--- config.mk ---
export PLATFORM = sky130hd
export DESIGN_NAME = uart_rx_fifo
export DESIGN_NICKNAME = d
export VERILOG_FILES = /design/src/rtl/uart_rx_fifo.sv
export SDC_FILE = /design/constraint.sdc
export NUM_CORES = 1
export LEC_CHECK = 0
export ABC_CLOCK_PERIOD_IN_PS = 2250
export BUFFER_PORTS_ARGS = -buffer_cell sky130_fd_sc_hd__buf_2
export CORE_MARGIN = 2
export CORE_UTILIZATION = 54
export CTS_CLUSTER_DIAMETER = 200
export DETAILED_ROUTE_END_ITERATION = 6
export HOLD_SLACK_MARGIN = 0.06
export PLACE_DENSITY = 0.88
export SLEW_MARGIN = 20
export SYNTH_ARGS = -nofsm -noshare
export SYNTH_HDL_FRONTEND = slang
export SYNTH_SLANG_ARGS = --single-unit
--- constraint.sdc ---
create_clock -name clk -period 2.25 [get_ports clk]
set_input_delay 0.1125 -clock clk [delete_from_list [all_inputs] [get_ports clk]]
set_output_delay 0.1125 -clock clk [all_outputs]
set_load 0.005 [all_outputs]
--- src/rtl/uart_rx_fifo.sv ---
// 8N1 serial receiver with a small show-ahead FIFO and sticky framing/overrun flags.
// Bit timing comes from a runtime divider latched at each start-bit detection.
module uart_rx_fifo #(
    parameter int unsigned DIVW  = 12,
    parameter int unsigned LOG2D = 2
) (
    input  logic            clk,
    input  logic            reset,
    input  logic            rxd,
    input  logic [DIVW-1:0] divider,
    input  logic            rd,
    input  logic            clr,
    output logic [7:0]      dout,
    output logic            dv,
    output logic            busy,
    output logic            ferr,
    output logic            ovf
);

    localparam int unsigned Depth = 2 ** LOG2D;
    localparam logic [DIVW-1:0] CntOne = DIVW'(1);
    localparam logic [LOG2D:0] PtrOne = (LOG2D + 1)'(1);
    localparam logic [LOG2D:0] PtrMsb = {1'b1, {LOG2D{1'b0}}};

    typedef enum logic [2:0] {
        StIdle,
        StStart,
        StData,
        StStop,
        StWaitHi
    } state_e;

    logic            sync1_q, rxs_q, rxs_prev_q;
    state_e          state_q;
    logic [DIVW-1:0] cnt_q, div_q;
    logic [2:0]      bit_q;
    logic [7:0]      sh_q;
    logic            busy_q;
    logic [7:0]      mem_q [Depth];
    logic [LOG2D:0]  wptr_q, rptr_q;
    logic            ferr_q, ovf_q;

    logic fall, expire, push, frame_err;
    logic empty, full, pop, wr_en, ovf_set;

    always_ff @(posedge clk or posedge reset) begin
        if (reset) begin
            sync1_q    <= 1'b1;
            rxs_q      <= 1'b1;
            rxs_prev_q <= 1'b1;
        end else begin
            sync1_q    <= rxd;
            rxs_q      <= sync1_q;
            rxs_prev_q <= rxs_q;
        end
    end

    assign fall      = rxs_prev_q & ~rxs_q;
    assign expire    = (cnt_q == '0);
    assign push      = (state_q == StStop) && expire && rxs_q;
    assign frame_err = (state_q == StStop) && expire && !rxs_q;

    always_ff @(posedge clk or posedge reset) begin
        if (reset) begin
            state_q <= StIdle;
            cnt_q   <= '0;
            div_q   <= '0;
            bit_q   <= '0;
            sh_q    <= '0;
            busy_q  <= 1'b0;
        end else begin
            unique case (state_q)
                StIdle: begin
                    if (fall) begin
                        div_q   <= divider;
                        cnt_q   <= divider >> 1;
                        state_q <= StStart;
                        busy_q  <= 1'b1;
                    end
                end
                StStart: begin
                    if (!expire) begin
                        cnt_q <= cnt_q - CntOne;
                    end else if (rxs_q) begin
                        // Line went back high before mid-start: treat as a glitch.
                        state_q <= StIdle;
                        busy_q  <= 1'b0;
                    end else begin
                        cnt_q   <= div_q;
                        bit_q   <= '0;
                        state_q <= StData;
                    end
                end
                StData: begin
                    if (!expire) begin
                        cnt_q <= cnt_q - CntOne;
                    end else begin
                        cnt_q <= div_q;
                        sh_q  <= {rxs_q, sh_q[7:1]};
                        bit_q <= bit_q + 3'd1;
                        if (bit_q == 3'd7) begin
                            state_q <= StStop;
                        end
                    end
                end
                StStop: begin
                    if (!expire) begin
                        cnt_q <= cnt_q - CntOne;
                    end else begin
                        cnt_q <= div_q;
                        if (rxs_q) begin
                            state_q <= StIdle;
                            busy_q  <= 1'b0;
                        end else begin
                            state_q <= StWaitHi;
                        end
                    end
                end
                StWaitHi: begin
                    // A held-low line (break) must not restart decoding until it idles.
                    if (rxs_q) begin
                        state_q <= StIdle;
                        busy_q  <= 1'b0;
                    end
                end
                default: begin
                    state_q <= StIdle;
                    busy_q  <= 1'b0;
                end
            endcase
        end
    end

    assign empty   = (wptr_q == rptr_q);
    assign full    = ((wptr_q ^ rptr_q) == PtrMsb);
    assign pop     = rd & ~empty;
    assign wr_en   = push & (~full | pop);
    assign ovf_set = push & full & ~pop;

    always_ff @(posedge clk) begin
        if (wr_en) begin
            mem_q[wptr_q[LOG2D-1:0]] <= sh_q;
        end
    end

    always_ff @(posedge clk or posedge reset) begin
        if (reset) begin
            wptr_q <= '0;
            rptr_q <= '0;
            ferr_q <= 1'b0;
            ovf_q  <= 1'b0;
        end else begin
            if (wr_en) begin
                wptr_q <= wptr_q + PtrOne;
            end
            if (pop) begin
                rptr_q <= rptr_q + PtrOne;
            end
            ferr_q <= frame_err | (ferr_q & ~clr);
            ovf_q  <= ovf_set | (ovf_q & ~clr);
        end
    end

    assign dout = empty ? 8'h00 : mem_q[rptr_q[LOG2D-1:0]];
    assign dv   = ~empty;
    assign busy = busy_q;
    assign ferr = ferr_q;
    assign ovf  = ovf_q;

endmodule

==> impl_results.md, run 1 <==
* Status: completed
* CTS Buffer Depth at 2
* Commonest non-fill, non-tap cell in the layout: nand2_1
* Final-layout fill cell count at 533
* Crit end category: flop
* Total power at 4.84 mW
* Cells along the critical path: inv_2, ha_4, or4b_4, buf_6, or3_4, a211o_1, a21oi_1, o22a_1
* Area leader, netlist: dfrtp_1
* CP arrival at 2.52 ns
* YS warnings at 0
* Sequential share of the synthesized area at 0.563
* Final ANT Viol Nets at 0
* CP peak stage delay at 0.48 ns
* Share of total power in combinational logic at 0.351
* Post-Syn Nets at 343
* Setup TNS Final at 0 ns
* Die H at 89.4 microns
* Setup-failing EPs final at 0
* Die X at 89.4 microns
* Final GP Congestion at 0.948
* Avg Vias per Cell at 5.89
* Final period util at 0.992
* # IOs at 29
* Area growth syn-to-layout at 19.9%
* Peak VDD IR at 0.446 mV
* Slew headroom at 0.446
* Net switching power at 1.61 mW
* TritonCTS clock tree: done
* CTS sink cnt at 82
* P_int at 3.22 mW
* Final WL at 8.21 mm
* Die area at 7990 sq um
* TritonRoute pass-1 iters at 6
* Syn Inst Count at 317
* Vias in the first global route at 2640
* Clk pwr share at 0.220
* DR WL/cell at 16.9 microns
* Post-synth EDFFs at 32
* Total CTS buffers at 9
* Syn_area_per_cell at 12.4 sq um
* Unrepaired setup endpoints after global routing: yes
* Port-buffer cells at 28
* Largest net degree at the start of global routing at 51
* Diode count at 0
* Crit path time final at 2.23 ns
* H-tree Lvls at 3
* Synth unique cells at 65
* Dominant synthesized flop cell: dfrtp_1
* Synth Register Bits at 82
* Initial antenna violation count at 0
* First-pass GRT wire length at 13.1 mm
* Max-slew violation total from the final report at 0
* FMAX at 448 MHz
* Layout cells sized above 1 at 0.295
* Drt initial violations at 259
* Maximum fanout along the worst path at 5
* Clk slew on worst S/H paths at 0.08 ns
* Gr ovfl total at 0
* CORE AREA at 7140 sq um
* Detailed-route DRC error count at 0
* Gr usage total at 0.222
* Leakage at 1.97 nW
* HP Class: input pin to flop
* Cell area after synthesis at 3940 sq um
* Post-synth ARST share at 0.610
* Cell Pwr Density at 1020 nW/um^2
* Util after Layout at 0.661
* Switch share at 0.334
* Top cell type's share of synthesized area at 0.299
* Vias at 2857
* Clk Latency, worst-skew pair at 0.35 ns
* Kind of critical path: flop to flop
* Net count, final at 407
* Clock skew at 0.0104 ns
* FP Rows at 31
* Hold Vio Cnt, Final at 0
* Hpwl dp at 5.70 mm
* Slowest stage cell, crit path: or4b_4
* Max Cap Viol at 0
* Starting density of the core at 0.552
* Clock Tree Root: clkbuf_8
* Top post-synthesis cells by area: dfrtp_1, edfxtp_1, nand2_1
* Worst slew pin tran at 0.829 ns
* Critical Path Start Type: flop
* Required time worst endpoint at 2.54 ns
* Reg power frac at 0.429
* Commonest non-fill, non-tap cells in the layout: nand2_1, dfrtp_1, edfxtp_1
-- worst max-delay path, delay by kind of cell, from the launching register on --
kind / cells / cell delay (ns)
AND/OR/NAND/NOR: 2 / 0.84
AO/OA/AOI/OAI: 3 / 0.56
adder cells (fa/ha/maj): 1 / 0.13
flip-flops: 1 / 0.40
buffers and inverters: 2 / 0.25
-- final cells by class --
| class | instances | area (sq um) | area share |
|---|---|---|---|
| tap | 99 | 124 | 0.0262 |
| inverter | 9 | 33.8 | 0.00716 |
| timing repair buffer | 69 | 502 | 0.106 |
| multi-input combinational | 210 | 1650 | 0.349 |
| clock inverter | 6 | 72.6 | 0.0154 |
| clock buffer | 10 | 128 | 0.0270 |
| sequential | 82 | 2220 | 0.469 |
-- power by group through the flow --
stage / Combinational [mW] / Sequential, mW / Clock [mW]
global placement: 1.54 / 2.07 / 0
global route: 1.91 / 2.10 / 1.14
floorplan: 1.19 / 2.01 / 0
detailed placement: 1.61 / 2.08 / 0
finish: 1.70 / 2.08 / 1.07
CTS: 1.66 / 2.06 / 1.08
-- path summary, 6_finish.rpt --
kind	slack [ns]	depth (start not counted)	to	from
max reg2reg	0.02	8	cnt_q[9]$_DFFE_PP0P_	cnt_q[0]$_DFFE_PP0P_
min reg2reg	0.36	0	rxs_q$_DFF_PP1_	sync1_q$_DFF_PP1_
max	0.02	8	cnt_q[9]$_DFFE_PP0P_	cnt_q[0]$_DFFE_PP0P_
min in group asynchronous	0.47	4	rptr_q[0]$_DFFE_PP0P_	reset
max in group asynchronous	1.36	4	state_q[0]$_DFFE_PP0P_	reset
min	0.1	3	rptr_q[2]$_DFFE_PP0P_	rd
-- cells by family after synthesis --
family,share of synthesized area
buffers and inverters,0.0369
AO/OA/AOI/OAI,0.109
adder cells (fa/ha/maj),0.0286
AND/OR/NAND/NOR,0.154
flip-flops,0.563
XOR/XNOR,0.0245
multiplexers,0.0836
-- sequential cells by signal, summed over array words and instances (netlist names) --
name	count
sync1_q	1
cnt_q	12
rxs_prev_q	1
busy	1
state_q	3
sh_q	8
div_q	12
mem_q	32
rptr_q	3
wptr_q	3
ferr	1
ovf	1
bit_q	3
rxs_q	1
-- synthesized netlist by cell type (3+ instances only) --
library cell and count:
mux2_2 3, xnor2_1 9, ha_1 9, o22a_1 3
o21ai_0 10, buf_6 4, dfrtp_1 47, and2_1 5
nor2b_1 9, nor3_1 9, nand3_1 4, mux2_4 7
buf_2 3, a31oi_1 5, o211ai_1 3, dfstp_2 3
o32ai_1 3, nand2_1 51, inv_1 9, mux4_2 8
clkbuf_1 7, a21oi_1 8, nor2_1 12, edfxtp_1 32
o2111ai_1 4
-- per-layer routing --
| metal | vias up | track usage | routed length [microns] |
|---|---|---|---|
| li1 | 1304 | - | - |
| met1 | 1409 | 0.302 | 3450 |
| met2 | 119 | 0.343 | 4110 |
| met3 | 25 | 0.0443 | 395 |
| met4 | 0 | 0.113 | 250 |
| met5 | - | 0 | 0 |
-- per-stage QoR --
step | area [sq um] | instances | worst slack (ns) | hold slack [ns]
2_1_floorplan | 3970 | 317 | -0.0540 | 0.117
4_1_cts | 4690 | 484 | 0.0140 | 0.0869
5_1_grt | 4720 | 485 | -0.0566 | 0.110
6_report | 4720 | 485 | 0.0187 | 0.0959
3_3_place_gp | 4320 | 452 | 0.0735 | 0.217
3_5_place_dp | 4320 | 452 | -0.0372 | 0.220
-- timing repair --
item	4_1_cts	5_1_grt
pin swaps	0	5
hold buffers	15	0
setup endpoints to repair	6	34
setup buffers	1	1
gates resized for setup	1	4
endpoints found under the hold margin	66	0
No activity file was read; power rests on OpenSTA's default activity.
==> inputs of run 2 (changes only) <==
--- a/config.mk
+++ b/config.mk
@@ -13,6 +13,7 @@
 export DETAILED_ROUTE_END_ITERATION = 6
 export HOLD_SLACK_MARGIN = 0.06
 export PLACE_DENSITY = 0.88
+export REMOVE_ABC_BUFFERS = 1
 export SLEW_MARGIN = 20
 export SYNTH_ARGS = -nofsm -noshare
 export SYNTH_HDL_FRONTEND = slang
==> impl_results.md, run 2 (synthesis gave the netlist of run 1 again) <==
* Worst slew pin tran at 0.661 ns (-0.168 ns)
* Cell Pwr Density at 1010 nW/um^2 (-1.8%)
* First-pass GRT wire length at 13.6 mm (+3.9%)
* Net count, final at 420 (+3.2%)
* Final-layout fill cell count at 502 (-5.8%)
* Clock Tree Root: clkbuf_8
* Max-slew violation total from the final report at 0 (unchanged)
* CTS Buffer Depth at 2 (unchanged)
* CTS sink cnt at 82 (unchanged)
* Crit path from: cnt_q[1]$_DFFE_PP0P_
* Die area at 7990 sq um (unchanged)
* R2R cell count at 9 (+1)
* Maximum fanout along the worst path at 4 (-1)
* Reg2reg end: sh_q[2]$_DFFE_PP0P_
* Worst setup margin at -0.0422 ns (-0.0609 ns)
* Hold Vio Cnt, Final at 0 (unchanged)
* Gr usage total at 0.227 (+0.00465)
* Die H at 89.4 microns (unchanged)
* CP arrival at 2.53 ns (about the same)
* CORE AREA at 7140 sq um (unchanged)
* Final ANT Viol Nets at 0 (unchanged)
* HP Class: input pin to flop
* Total CTS buffers at 9 (unchanged)
* Place WS at -0.0932 ns (-0.0561 ns)
* Diode count at 0 (unchanged)
* Hpwl dp at 5.86 mm (+2.8%)
* Total power at 4.92 mW (+1.7%)
* Clk slew on worst S/H paths at 0.10 ns (+0.02 ns)
* Port-buffer cells at 28 (unchanged)
* Area growth syn-to-layout at 24.1%
* Unrepaired setup endpoints after global routing: yes
* Initial antenna violation count at 0 (unchanged)
* Layout cells sized above 1 at 0.336 (+0.0405)
* Gr ovfl total at 0 (unchanged)
* FP Rows at 31 (unchanged)
* Kind of critical path: flop to flop
* Commonest non-fill, non-tap cell in the layout: nand2_1
* Status: finished, violations left
* TritonRoute pass-1 iters at 5 (-1)
* FF-to-FF setup slack at -0.04 ns (-0.06 ns)
* Failing checks: setup timing
* Slew headroom at 0.559 (+0.113)
* Critical Path Start Type: flop
* Worst setup endpoint: sh_q[2]$_DFFE_PP0P_
* Final WL at 8.45 mm (+2.8%)
* Final GP Congestion at 0.946 (-0.22%)
* Clk Latency, worst-skew pair at 0.36 ns (about the same)
* Starting density of the core at 0.552 (unchanged)
* Clock skew at 0.0142 ns (+0.00384 ns)
* Final period util at 1.02 (+0.0271)
* Detailed-route DRC error count at 0 (unchanged)
* Vias in the first global route at 2818 (+6.7%)
* Post-Layout Cell Count at 498 (+2.7%)
* Max reg flops at 32 (unchanged)
* Crit path time final at 2.29 ns (+0.0609 ns)
* FMAX at 436 MHz (-2.7%)
* Setup-failing EPs final at 9 (+9)
* Placed Cells at 464 (+2.7%)
* Reg2reg start: cnt_q[1]$_DFFE_PP0P_
* Drt initial violations at 197 (-24%)
* Vias at 2854 (-0.11%)
* Die X at 89.4 microns (unchanged)
* Avg Vias per Cell at 5.73 (-2.7%)
* Largest net degree at the start of global routing at 33 (-35%)
* Max Cap Viol at 0 (unchanged)
* # IOs at 29 (unchanged)
* Commonest non-fill, non-tap cells in the layout: nand2_1, dfrtp_1, buf_4
* Leakage at 2.05 nW (+4.1%)
* H-tree Lvls at 3 (unchanged)
* Required time worst endpoint at 2.48 ns (-0.06 ns)
* DR WL/cell at 17.0 microns (+0.16%)
* TritonCTS clock tree: done
* Crit end category: flop
* Peak VDD IR at 0.781 mV (+75%)
[run 2: per-stage QoR]
| stage | hold WS [ns] | utilization | TNS, ns | instance area, sq um |
|---|---|---|---|---|
| after global routing | 0.0954 | 0.685 | -2.02 | 4890 |
| after detailed placement | 0.219 | 0.619 | -1.99 | 4420 |
| after CTS | 0.0784 | 0.669 | -0.0146 | 4770 |
| final | 0.0776 | 0.685 | -0.233 | 4890 |
| after global placement | 0.218 | 0.619 | -0.523 | 4420 |
| after floorplan | 0.117 | - | -8.47 | 3830 |
[run 2: worst min path at each step]
stage               startpoint                     to  slack (ns)  depth (start not counted)
floorplan                  rxd      sync1_q$_DFF_PP1_        0.12                          0
global placement           rxd      sync1_q$_DFF_PP1_        0.22                          1
detailed placement         rxd      sync1_q$_DFF_PP1_        0.22                          1
CTS                         rd  rptr_q[2]$_DFFE_PP0P_        0.08                          3
global route                rd  rptr_q[2]$_DFFE_PP0P_         0.1                          3
finish                      rd  rptr_q[2]$_DFFE_PP0P_        0.08                          3
[run 2: power breakdown]
part | switching, mW | leakage (nW) | internal [mW]
clock network | 0.597 | 0.0962 | 0.434
registers | 0.269 | 0.923 | 1.81
logic | 0.841 | 1.03 | 0.972
[run 2: layer usage]
layer / vias to the layer above / wire length (microns) / GRT usage
met5: - / 0 / 0
met4: 0 / 164 / 0.0801
met3: 17 / 388 / 0.0499
met2: 88 / 4430 / 0.385
li1: 1326 / - / -
met1: 1423 / 3460 / 0.289
[run 2: timing repair]
item | CTS | global route
buffers inserted | 1 | 3
endpoints found under the setup margin | 33 | 56
gates cloned | 0 | 1
pin swaps | 1 | 9
hold buffers | 15 | 0
gates resized for setup | 2 | 24
hold endpoints to repair | 49 | 0
[run 2: critical path: stages, from the launching register on]
cell       delay (ns)
dfrtp_1          0.40
inv_2            0.09
ha_4             0.14
or4b_4           0.48
nor3_4           0.25
nand2_4          0.08
buf_6            0.13
nor2_4           0.15
clkbuf_16        0.17
mux2_4           0.29
[run 2: area by class of cell]
type                       count  area, sq um  share of cell area
sequential                    82         2220               0.454
clock inverter                 7         67.6              0.0138
multi-input combinational    210         1690               0.345
clock buffer                   9          124              0.0254
inverter                       9         33.8             0.00691
tap                           99          124              0.0254
timing repair buffer          82          633               0.130
==> inputs of run 3 (changes only) <==
--- a/config.mk
+++ b/config.mk
@@ -11,10 +11,11 @@
 export CORE_UTILIZATION = 54
 export CTS_CLUSTER_DIAMETER = 200
 export DETAILED_ROUTE_END_ITERATION = 6
+export GPL_TIMING_DRIVEN = 0
 export HOLD_SLACK_MARGIN = 0.06
 export PLACE_DENSITY = 0.88
 export REMOVE_ABC_BUFFERS = 1
-export SLEW_MARGIN = 20
+export SKIP_LAST_GASP = 1
 export SYNTH_ARGS = -nofsm -noshare
 export SYNTH_HDL_FRONTEND = slang
 export SYNTH_SLANG_ARGS = --single-unit
==> impl_results.md, run 3 (synthesis gave the netlist of run 1 again) <==
* Hpwl dp at 4.80 mm (-18%)
* Die X at 89.4 microns (unchanged)
* Detailed-route DRC error count at 0 (unchanged)
* Max Cap Viol at 0 (unchanged)
* CP peak stage delay at 0.48 ns (about the same)
* Clk pwr share at 0.220 (+0.011)
* Worst setup margin at -0.103 ns (-0.0604 ns)
* Setup TNS Final at -2.44 ns (-2.20 ns)
* Slew headroom at 0.507 (-0.0521)
* DR WL/cell at 17.6 microns (+3.7%)
* Met3 WL at 427 microns (+10%)
* First-pass GRT wire length at 12.9 mm (-5.5%)
* Gr ovfl total at 0 (unchanged)
* Required time worst endpoint at 2.33 ns (-0.15 ns)
* Reg power frac at 0.458 (+0.036)
* Starting density of the core at 0.552 (unchanged)
* Setup-failing EPs final at 33 (+24)
* TritonRoute pass-1 iters at 5 (unchanged)
* Cell Pwr Density at 1030 nW/um^2 (+2.2%)
* FMAX at 425 MHz (-2.6%)
* Commonest non-fill, non-tap cells in the layout: nand2_1, dfrtp_1, edfxtp_1
* CTS Buffer Depth at 2 (unchanged)
* Final period util at 1.05 (+0.0268)
* Avg Vias per Cell at 5.87 (+2.4%)
* Final WL at 8.37 mm (-0.92%)
* Top routing layer used: met4
* Clk slew on worst S/H paths at 0.10 ns (about the same)
* Failing checks: setup timing
* CORE AREA at 7140 sq um (unchanged)
* Clk Latency, worst-skew pair at 0.38 ns (+0.02 ns)
* Kind of critical path: flop to flop
* Max-slew violation total from the final report at 0 (unchanged)
* Area growth syn-to-layout at 20.3%
* Total CTS buffers at 9 (unchanged)
* Clock skew at 0.00875 ns (-0.00546 ns)
* Final ANT Viol Nets at 0 (unchanged)
* Initial antenna violation count at 0 (unchanged)
* Total power at 4.88 mW (-0.87%)
* Hold Vio Cnt, Final at 0 (unchanged)
* CTS sink cnt at 82 (unchanged)
* Port-buffer cells at 28 (unchanged)
* CP arrival at 2.44 ns (-0.09 ns)
* Vias in the first global route at 2619 (-7.1%)
* # IOs at 29 (unchanged)
* Drt initial violations at 207 (+5.1%)
* Share of total power in combinational logic at 0.322 (-0.046)
* Peak VDD IR at 0.613 mV (-22%)
* Status: finished, violations left
* FP Rows at 31 (unchanged)
* TritonCTS clock tree: done
* CP top delay family: simple AND/OR/NAND/NOR gates
* Post-Layout Cell Count at 476 (-4.4%)
* Gr usage total at 0.220 (-0.00703)
* Final GP Congestion at 0.851 (-10%)
* Max reg flops at 32 (unchanged)
* Switch share at 0.362 (+0.0149)
* Critical Path Start Type: flop
* Crit end category: flop
* Place WS at -0.768 ns (-0.675 ns)
* P_int at 3.11 mW (-3.1%)
* Net count, final at 398 (-5.2%)
* Cells along the critical path: inv_2, ha_4, or4b_4, nor3_4, nand2_4, nor3b_4, and2_4
* Commonest non-fill, non-tap cell in the layout: nand2_1
* Slowest stage cell, crit path: or4b_4
* H-tree Lvls at 3 (unchanged)
* Placed Cells at 430 (-7.3%)
* Maximum fanout along the worst path at 8 (+4)
* WL met2 at 4.23 mm (-4.7%)
* Crit path time final at 2.35 ns (+0.0604 ns)
* Leakage at 1.95 nW (-4.9%)
* Vias at 2793 (-2.1%)
* WL met1 at 3.47 mm (+0.26%)
* CP bufs+invs at 1 (-2)
* Layout cells sized above 1 at 0.302 (-0.0335)
* Diode count at 0 (unchanged)
* Die area at 7990 sq um (unchanged)
* Net switching power at 1.76 mW (+3.4%)
* Clock Tree Root: clkbuf_8
* HP Class: input pin to asynchronous set/reset pin
* Largest net degree at the start of global routing at 33 (unchanged)
* Worst slew pin tran at 0.738 ns (+0.0776 ns)
* Die H at 89.4 microns (unchanged)
* Unrepaired setup endpoints after global routing: yes
run 3: cell count changes in the layout (fill, tap and decap cells not counted), moves of 2 or more:
cell and change:
buf_4 -21, dfrtp_1 -3, dfrtp_2 +3, buf_6 -2, nor2_1 -2, nor2_2 +2
run 3: power groups by stage:
stage,Clock [mW],Sequential (mW),Combinational (mW)
2_1_floorplan,0,2.10,0.989
3_3_place_gp,0,2.19,1.24
3_5_place_dp,0,2.20,1.30
4_1_cts,1.09,2.20,1.46
5_1_grt,1.15,2.27,1.74
6_report,1.07,2.23,1.57
run 3: layer usage:
| layer | GRT usage | vias to the layer above |
|---|---|---|
| met5 | 0 | - |
| met4 | 0.113 | 0 |
| met3 | 0.0619 | 27 |
| met2 | 0.353 | 118 |
| met1 | 0.274 | 1366 |
| li1 | - | 1282 |
run 3: final timing paths:
| path | from | cells after the start | end | slack [ns] |
|---|---|---|---|---|
| min in group clk | sync1_q$_DFF_PP1_ | 0 | rxs_q$_DFF_PP1_ | 0.36 |
| setup reg to reg | cnt_q[1]$_DFFE_PP0P_ | 7 | mem_q[1][0]$_DFFE_PP_ | -0.10 |
| hold / removal | reset | 3 | sh_q[2]$_DFFE_PP0P_ | 0.28 |
| setup / recovery | cnt_q[1]$_DFFE_PP0P_ | 7 | mem_q[1][0]$_DFFE_PP_ | -0.10 |
| max in group asynchronous | reset | 4 | rxs_q$_DFF_PP1_ | 1.38 |
| hold reg to reg | sync1_q$_DFF_PP1_ | 0 | rxs_q$_DFF_PP1_ | 0.36 |
run 3: cell type report:
cell class,count,area [sq um]
Clock buffer,9,124
Multi-Input combinational cell,210,1700
Tap cell,99,124
Inverter,9,33.8
Fill cell,501,2400
Timing Repair Buffer,60,463
Clock inverter,7,76.3
Sequential cell,82,2220
run 3: per-stage QoR:
| step | util | hold WS, ns | area, sq um |
|---|---|---|---|
| 3_3_place_gp | 0.573 | 0.217 | 4090 |
| 3_5_place_dp | 0.578 | 0.140 | 4120 |
| 2_1_floorplan | - | 0.117 | 3830 |
| 6_report | 0.664 | 0.280 | 4740 |
| 5_1_grt | 0.664 | 0.314 | 4740 |
| 4_1_cts | 0.654 | 0.276 | 4660 |
run 3: worst register-to-register path, cell delays in order (launching register included):
cell and delay (ns):
dfrtp_1 0.41, inv_2 0.09, ha_4 0.14, or4b_4 0.49, nor3_4 0.30, nand2_4 0.13
nor3b_4 0.24, and2_4 0.26
run 3: timing repair:
item / in CTS / in global routing
gates resized for setup: 25 / 8
pin swaps: 8 / 6
setup endpoints to repair: 72 / 48
buffers inserted: 11 / 2
endpoints found under the hold margin: 40 / 0
hold buffers: 16 / 0
cloned: 0 / 1
